==> src/rtl/sort_pkg.sv <==
// Shared definitions for the sort blocks: loader FSM state type and padding fill.
package sort_pkg;

  // Loader FSM states; 3-bit encoding leaves spare codes that are trapped as illegal.
  typedef enum logic [2:0] {
    FILL  = 3'd0,
    DRAIN = 3'd1,
    START = 3'd2,
    WAIT  = 3'd3
  } loader_state_e;

  // Padding bit replicated across unwritten slots so short frames sort to the top.
  localparam logic PAD_BIT = 1'b1;

endpackage

==> src/rtl/sort_loader.sv <==
// Streams words into a packed frame for the sorter, starts it, and waits for completion.
module sort_loader
  import sort_pkg::*;
#(
  parameter int INPUTVALS      = 16,
  parameter int INPUTBITWIDTHS = 32
) (
  input  logic                                         clk,
  input  logic                                         reset,
  input  logic [INPUTBITWIDTHS-1:0]                    in_data,
  input  logic                                         in_valid,
  input  logic                                         in_last,
  output logic                                         in_ready,
  output logic [INPUTVALS-1:0][INPUTBITWIDTHS-1:0]     needs_sorting,
  output logic                                         sortstart,
  input  logic                                         sortdone,
  output logic [$clog2(INPUTVALS):0]                   frame_count,
  output logic                                         error
);

  localparam int CW = $clog2(INPUTVALS) + 1;
  localparam logic [INPUTBITWIDTHS-1:0] PAD_WORD = {INPUTBITWIDTHS{PAD_BIT}};

  loader_state_e                               state_q, state_d;
  logic [CW-1:0]                               idx_q, idx_d;
  logic [INPUTVALS-1:0][INPUTBITWIDTHS-1:0]    needs_sorting_q, needs_sorting_d;
  logic [CW-1:0]                               frame_count_q, frame_count_d;
  logic                                        sortstart_q, sortstart_d;
  logic                                        error_q, error_d;
  logic                                        xfer;

  // Ready is a pure state decode so it never depends on in_valid.
  always_comb begin
    in_ready = (state_q == FILL) || (state_q == DRAIN);
    xfer     = in_valid && in_ready;
  end

  // Next-state, frame write and pulse generation.
  always_comb begin
    state_d         = state_q;
    idx_d           = idx_q;
    needs_sorting_d = needs_sorting_q;
    frame_count_d   = frame_count_q;
    error_d         = 1'b0;
    case (state_q)
      FILL: begin
        if (xfer) begin
          for (int unsigned i = 0; i < INPUTVALS; i++) begin
            if (idx_q == CW'(i)) needs_sorting_d[i] = in_data;
          end
          idx_d = idx_q + CW'(1);
          if (in_last) begin
            frame_count_d = idx_q + CW'(1);
            state_d       = START;
          end else if (idx_q == CW'(INPUTVALS - 1)) begin
            frame_count_d = CW'(INPUTVALS);
            error_d       = 1'b1;
            state_d       = DRAIN;
          end
        end
      end
      DRAIN: begin
        if (xfer && in_last) state_d = START;
      end
      START: begin
        state_d = WAIT;
      end
      WAIT: begin
        if (sortdone) begin
          state_d         = FILL;
          idx_d           = '0;
          needs_sorting_d = {INPUTVALS{PAD_WORD}};
        end
      end
      default: begin
        state_d         = FILL;
        idx_d           = '0;
        needs_sorting_d = {INPUTVALS{PAD_WORD}};
        frame_count_d   = '0;
        error_d         = 1'b1;
      end
    endcase
    // Registered start pulse: asserted exactly while the register holds START.
    sortstart_d = (state_d == START);
  end

  // State and output registers with synchronous reset.
  always_ff @(posedge clk) begin
    if (reset) begin
      state_q         <= FILL;
      idx_q           <= '0;
      needs_sorting_q <= {INPUTVALS{PAD_WORD}};
      frame_count_q   <= '0;
      sortstart_q     <= 1'b0;
      error_q         <= 1'b0;
    end else begin
      state_q         <= state_d;
      idx_q           <= idx_d;
      needs_sorting_q <= needs_sorting_d;
      frame_count_q   <= frame_count_d;
      sortstart_q     <= sortstart_d;
      error_q         <= error_d;
    end
  end

  assign needs_sorting = needs_sorting_q;
  assign frame_count   = frame_count_q;
  assign sortstart     = sortstart_q;
  assign error         = error_q;

endmodule

==> config.mk <==
export PLATFORM = sky130hd
export DESIGN_NAME = sort_loader
export DESIGN_NICKNAME = d
export VERILOG_FILES = /design/src/rtl/sort_pkg.sv /design/src/rtl/sort_loader.sv
export SDC_FILE = /design/constraint.sdc
export NUM_CORES = 1
export LEC_CHECK = 0
export ABC_CLOCK_PERIOD_IN_PS = 2450
export BUFFER_PORTS_ARGS = -buffer_cell sky130_fd_sc_hd__buf_2
export CORE_ASPECT_RATIO = 0.6
export CORE_MARGIN = 2
export CORE_UTILIZATION = 35
export CTS_BUF_LIST = sky130_fd_sc_hd__clkbuf_16
export DETAILED_ROUTE_END_ITERATION = 10
export GPL_ROUTABILITY_DRIVEN = 0
export GPL_TIMING_DRIVEN = 1
export SYNTH_ARGS = -nofsm -noshare
export SYNTH_HDL_FRONTEND = slang
export SYNTH_SLANG_ARGS = --single-unit
==> constraint.sdc <==
create_clock -name clk -period 2.45 [get_ports clk]
set_clock_uncertainty 0.05 [all_clocks]
set_input_delay 0.1225 -clock clk [delete_from_list [all_inputs] [get_ports clk]]
set_output_delay 0.1225 -clock clk [all_outputs]
set_load 0.005 [all_outputs]
==> run metrics, run 1 <==
Synthesized Nets=approximately 2000; critical path arrival=between 2 and 3 ns; I/O pins=between 500 and 600; Die Y=between 150 and 200 µm; initial antenna violation count=0; CTS Buf Count=50; layout cells sized above 1=between 30% and 40%; EDFF count, synth=0; All-Layer GR Usage=between 20% and 30%; worst path cell trace=or3_2 > buf_4 > o22ai_4 > buf_4 > a22oi_1; Pwr per Cell Area=709 mW/mm²; commonest non-fill, non-tap cell in the layout=buf_2; Setup crit end kind=register; WHS Endpoint=needs_sorting[490]$_SDFFE_PP1P_; drt first pass iters=6; crit path time final=~2.2 ns; hold path start=in_data[10]; CP Launch Type=register; status=complete, no violations; critical path class=register to register; via/cell ratio=5.47; area delta synth->final=32.9%; die area=between 0.05 and 0.06 mm²; initial core utilization=a little over a third; clk_lat worst skew=roughly 0.58 ns; first-pass GRT wire length=between 100000 and 150000 µm; Worst Reg-to-Reg Cells=5; min-delay worst type=input pin to register; final critical-path share of the clock period=90.9%; H-Tree Depth=2; number of port buffers=556; Post-Synthesis Cell Area=between 0.015 and 0.02 mm²; footprint of the multi-input gates=0.00757 mm²; register bit total from synthesis=between 500 and 600; slack of the critical path=between 0.2 and 0.25 ns; FP Rows=between 60 and 70; Pwr Total=about 18 mW; fin. max-slew vios=0; Worst Hold Depth=4; Max VDD drop=about 420 µV; DR DRC count=0; DR vias=around 18000; syn avg cell area=just under 10 µm²; Die X=roughly 300 µm; initial DRC count=around 1500; core box area=0.0528 mm²; relative slew slack=56.9%; TritonCTS clock tree=done; Leak=~9 nW; Post-Syn Instances=~1900; maximum clock frequency=between 0.4 and 0.5 GHz; routed wire length=about 70000 µm; Worst-path clk slew=approximately 0.070 ns; WL/cell=between 20 and 25 µm; Crit-path slowest cell=or3_2; CP max FO=21; # fillers=roughly 5000; vias in the first global route=between 15000 and 20000; Req. time, crit path=2.83 ns; Post-synth top flop=dfxtp_1; register area share after synthesis=56.2%; Netlist cell types=45; Seq. cell area=0.0106 mm²; Worst Tran Pin Value=roughly 0.64 ns; CP dominant cell by count=buf_4; Final Hold Fails=0; grt ovf=0; Antenna Nets Post-Route=0; Clock Tree Buf Depth=3; most frequent cells in the layout=buf_2 (555), dfxtp_1 (527), nor2_1 (517); reg-to-reg critical path startpoint=state_q[2]$_SDFF_PP0_; Critical R2R Capture=needs_sorting[189]$_SDFFE_PP1P_; clock sinks=527; CTS Root Cell=clkbuf_16; largest net degree at the start of global routing=slightly below 100; Post-DP HPWL=about 48000 µm; dpl ws=0.264 ns; max incr delay on CP=around 0.67 ns; RSZ-0062 raised after global routing=no; Worst R2R Setup Slack=0.22 ns; fraction of registers with async set or reset after synthesis=0%; Post-layout nets=approximately 2500; Ys Warns=0; Final setup viols=0; total negative setup slack=0 ns; Max Cap Viol=0
==> layer usage <==
metal	routed length (µm)	global-route usage [%]	share of wire, %	vias to the layer above
li1	-	-	-	7981
met1	30000	33.2	42	8582
met2	32800	39.0	46	858
met3	6070	4.95	8.5	139
met4	2250	8.30	3.2	0
met5	0	0	0	-
==> per-stage QoR <==
| step | util, % | hold slack [ns] | area [µm²] | cells |
|---|---|---|---|---|
| after CTS | 47.3 | 0.322 | 25000 | 3211 |
| final | 47.3 | 0.346 | 25000 | 3212 |
| after floorplan | - | 0.230 | 18800 | 1943 |
| after global routing | 47.3 | 0.344 | 25000 | 3211 |
| after global placement | 43.5 | 0.372 | 23000 | 3081 |
| after detailed placement | 43.5 | 0.380 | 23000 | 3081 |
==> power by group <==
group          switching [mW]  internal (mW)  leakage, nW  total (mW)
sequential             0.0340           8.62         4.27        8.65
combinational           0.861          0.395         3.70        1.26
clock                    3.46           4.33        0.828        7.80
==> registers in the layout, indices dropped and copies added (netlist names) <==
signal	flops
needs_sorting	512
frame_count	5
idx_q	5
state_q	3
error	1
sortstart	1
==> area by class of cell <==
cell class	count	area share, %
repair buffers	697	17.3
diodes	1	0.0100
clock inverters	42	1.38
multi-input cells	1185	30.3
inverters	6	0.0902
flip-flops and latches	527	42.3
clock buffers	51	5.11
well taps	703	3.52
==> critical path: cells and delay by family (launching register included) <==
family	cells	cell delay, ns
and+or+nand+nor	1	0.67
buffers and inverters	2	0.63
DFF	1	0.45
AOI/OAI and AO/OA	2	0.26
==> cell families (layout without fill, tap and decap cells) <==
family | count (synthesis) | in the layout | share of synthesized area (%)
DFF | 527 | 527 | 56.2
AOI/OAI and AO/OA | 519 | 519 | 20.6
muxes | 33 | 33 | 1.76
buffers and inverters | 231 | 796 | 5.46
other | 1 | 2 | 0.0200
and+or+nand+nor | 625 | 625 | 15.6
xor gates and xnor gates | 2 | 2 | 0.0933
adders and majority gates | 5 | 5 | 0.333
==> cell usage after synthesis, drive strengths merged, types with 2 or more instances <==
| cell type | count | area, µm² |
|---|---|---|
| o21ai | 2 | 10.0 |
| inv | 6 | 22.5 |
| nor3 | 66 | 659 |
| nor4bb | 8 | 80.1 |
| dfxtp | 527 | 10600 |
| a21oi | 5 | 28.8 |
| nand3b | 2 | 15.0 |
| mux2i | 33 | 330 |
| nand3 | 7 | 35.0 |
| buf | 55 | 364 |
| a31o | 2 | 17.5 |
| xor2 | 2 | 17.5 |
| a22oi | 480 | 3600 |
| or3b | 2 | 17.5 |
| nand2 | 9 | 33.8 |
| and4b | 3 | 30.0 |
| clkbuf | 170 | 639 |
| a211oi | 2 | 15.0 |
| nor2 | 517 | 1940 |
| nor4b | 4 | 60.1 |
| o22ai | 15 | 93.8 |
| a31oi | 3 | 18.8 |
| ha | 5 | 62.6 |
| o211ai | 4 | 30.0 |
| o2111ai | 3 | 26.3 |
==> what timing repair did <==
item                                    CTS  global route
endpoints found under the setup margin    0             0
gates resized for setup                   0             0
hold buffers                             37             0
buffers inserted                          0             0
endpoints found under the hold margin    82             0
==> how the worst max path moves through the flow <==
stage / startpoint / to / slack, ns / depth (start not counted)
floorplan: state_q[0]$_SDFF_PP0_ / needs_sorting[12]$_SDFFE_PP1P_ / 0.55 / 7
global placement: state_q[2]$_SDFF_PP0_ / needs_sorting[173]$_SDFFE_PP1P_ / 0.33 / 5
detailed placement: state_q[2]$_SDFF_PP0_ / needs_sorting[189]$_SDFFE_PP1P_ / 0.26 / 5
CTS: state_q[2]$_SDFF_PP0_ / needs_sorting[189]$_SDFFE_PP1P_ / 0.24 / 5
global route: idx_q[0]$_SDFFE_PP0P_ / frame_count[4]$_SDFFE_PP0P_ / 0.14 / 6
finish: state_q[2]$_SDFF_PP0_ / needs_sorting[189]$_SDFFE_PP1P_ / 0.22 / 5
Note: power is estimated with default switching activity, not from simulation.
==> run 2, diff against run 1 <==
--- a/config.mk
+++ b/config.mk
@@ -8,9 +8,10 @@
 export ABC_CLOCK_PERIOD_IN_PS = 2450
 export BUFFER_PORTS_ARGS = -buffer_cell sky130_fd_sc_hd__buf_2
 export CORE_ASPECT_RATIO = 0.6
-export CORE_MARGIN = 2
+export CORE_MARGIN = 3
 export CORE_UTILIZATION = 35
 export CTS_BUF_LIST = sky130_fd_sc_hd__clkbuf_16
+export CTS_CLUSTER_SIZE = 20
 export DETAILED_ROUTE_END_ITERATION = 10
 export GPL_ROUTABILITY_DRIVEN = 0
 export GPL_TIMING_DRIVEN = 1
==> run 2 against run 1 <==
Non-clock buffer count increased by 2. Cell count hardly changed. Setup slack improved by 0.050 ns. Register-to-register slack gained 0.05 ns. Clock power rose by 1%. Wire length increased by 3.6%. Worst hold slack worse by 0.34 ns. Sequential cell count unchanged. Via count grew 0.92%. Utilization up 0.10 points. Critical path type unchanged.
==> run metrics, run 2 (synthesis gave the netlist of run 1 again) <==
Leak=8.83 nW (+0.33%); critical path class=register to register; Final Hold Fails=0 (unchanged); max incr delay on CP=0.75 ns (+0.08 ns); Seq. cell area=0.0106 mm² (unchanged); total negative setup slack=0 ns (unchanged); fin. max-slew vios=0 (unchanged); Setup crit end kind=register; # fillers=4999 (+0.66%); TritonCTS clock tree=done; initial core utilization=35.6% (unchanged); Worst Tran Pin Value=0.896 ns (+0.252 ns); Max Cap Viol=0 (unchanged); number of port buffers=556 (unchanged); worst path cell trace=and3_1 > ha_1 > nor2_1 > o21ai_0 > mux2i_1; Post-layout nets=2511 (+0.080%); via/cell ratio=5.52 (+0.95%); CTS Buf Count=50 (unchanged); CTS Root Cell=clkbuf_16; Clock Tree Buf Depth=3 (unchanged); routed wire length=73800 µm (+3.6%); min-delay worst type=input pin to register; largest net degree at the start of global routing=75 (-23%); die area=0.0566 mm² (+1.8%); area delta synth->final=33.2%; most frequent cells in the layout=buf_2 (555), dfxtp_1 (527), nor2_1 (517); All-Layer GR Usage=24.7% (+0.23 points); footprint of the multi-input gates=0.00756 mm² (-0.13%); Final setup viols=0 (unchanged); DR DRC count=0 (unchanged); CP Launch Type=register; WL/cell=23.0 µm (+3.7%); initial DRC count=1887 (+25%); Worst-path clk slew=0.06 ns (about the same); Max VDD drop=501 µV (+18%); initial antenna violation count=0 (unchanged); Pwr per Cell Area=713 mW/mm² (+0.49%); clock sinks=527 (unchanged); vias in the first global route=17300 (+3.8%); critical path arrival=2.62 ns (+0.02 ns); crit path time final=2.18 ns (-0.0501 ns); RSZ-0062 raised after global routing=no; DR vias=17700 (+0.92%); Die Y=185 µm (+1.1%); status=complete, no violations; top cell family by delay on the critical path=flip-flops; Antenna Nets Post-Route=0 (unchanged); layout cells sized above 1=32.3% (+0.28 points); # diodes=0 (-1); final critical-path share of the clock period=88.9% (-2.0 points); drt first pass iters=6 (unchanged); Die X=305 µm (+0.66%); CP max FO=17 (-19%); commonest non-fill, non-tap cell in the layout=buf_2; Pwr Total=17.8 mW (+0.70%); clk_lat worst skew=0.57 ns (about the same); grt ovf=0 (unchanged); I/O pins=557 (unchanged); relative slew slack=39.8% (-17 points); Req. time, crit path=2.89 ns (+0.06 ns); maximum clock frequency=0.459 GHz (+2.3%); Crit-path slowest cell=dfxtp_1; core box area=0.0528 mm² (unchanged); Post-DP HPWL=49400 µm (+3.8%); H-Tree Depth=2 (unchanged); FP Rows=65 (unchanged); first-pass GRT wire length=109000 µm (+3.4%); max reg flops=512 (unchanged); CP bufs+invs=0 (-2)
## run 2: worst reg2reg max path, cell delays in order, from the launching register on
cell	delay (ns)
dfxtp_1	0.75
and3_1	0.28
ha_1	0.31
nor2_1	0.11
o21ai_0	0.37
mux2i_1	0.24
## run 2: worst paths after layout
path	start	endpoint	slack (ns)	cells after the start
hold reg to reg	frame_count[0]$_SDFFE_PP0P_	frame_count[0]$_SDFFE_PP0P_	0.43	2
hold / removal	reset	needs_sorting[502]$_SDFFE_PP1P_	0.009	3
setup / recovery	idx_q[2]$_SDFFE_PP0P_	frame_count[4]$_SDFFE_PP0P_	0.27	5
setup reg to reg	idx_q[2]$_SDFFE_PP0P_	frame_count[4]$_SDFFE_PP0P_	0.27	5
## run 2: power by group
part	internal (mW)	switching, mW	total (mW)
clock	4.45	3.45	7.90
combinational	0.401	0.881	1.28
sequential	8.62	0.0329	8.65
total	13.5	4.36	17.8
## run 2: through the flow
| step | cells | instance area, µm² | setup WS (ns) | hold slack, ns | utilization [%] |
|---|---|---|---|---|---|
| finish | 3211 | 25000 | 0.272 | 0.00928 | 47.4 |
| global route | 3211 | 25000 | 0.101 | 0.0130 | 47.4 |
| CTS | 3211 | 25000 | 0.288 | 0.00285 | 47.4 |
| detailed placement | 3085 | 23000 | 0.311 | 0.383 | 43.6 |
| global placement | 3085 | 23000 | 0.387 | 0.373 | 43.6 |
| floorplan | 1943 | 18800 | 0.546 | 0.230 | - |
## run 2: metal layers
layer | share of wire [%] | wire [µm] | GRT usage (%)
met5 | 0 | 0 | 0
met1 | 41 | 30400 | 32.1
met2 | 46 | 34300 | 40.7
met4 | 3.0 | 2240 | 8.40
met3 | 9.3 | 6890 | 5.78
## run 2: layout make-up
type | count | area share [%]
multi-input combinational | 1185 | 30.2
clock buffer | 53 | 5.30
timing repair buffer | 699 | 17.4
tap | 703 | 3.52
clock inverter | 38 | 1.31
sequential | 527 | 42.2
inverter | 6 | 0.0900
## run 2: what timing repair did
item,CTS,global route
buffers inserted,0,0
hold endpoints to repair,59,0
gates resized for setup,0,0
setup endpoints to repair,0,0
hold buffers,35,0
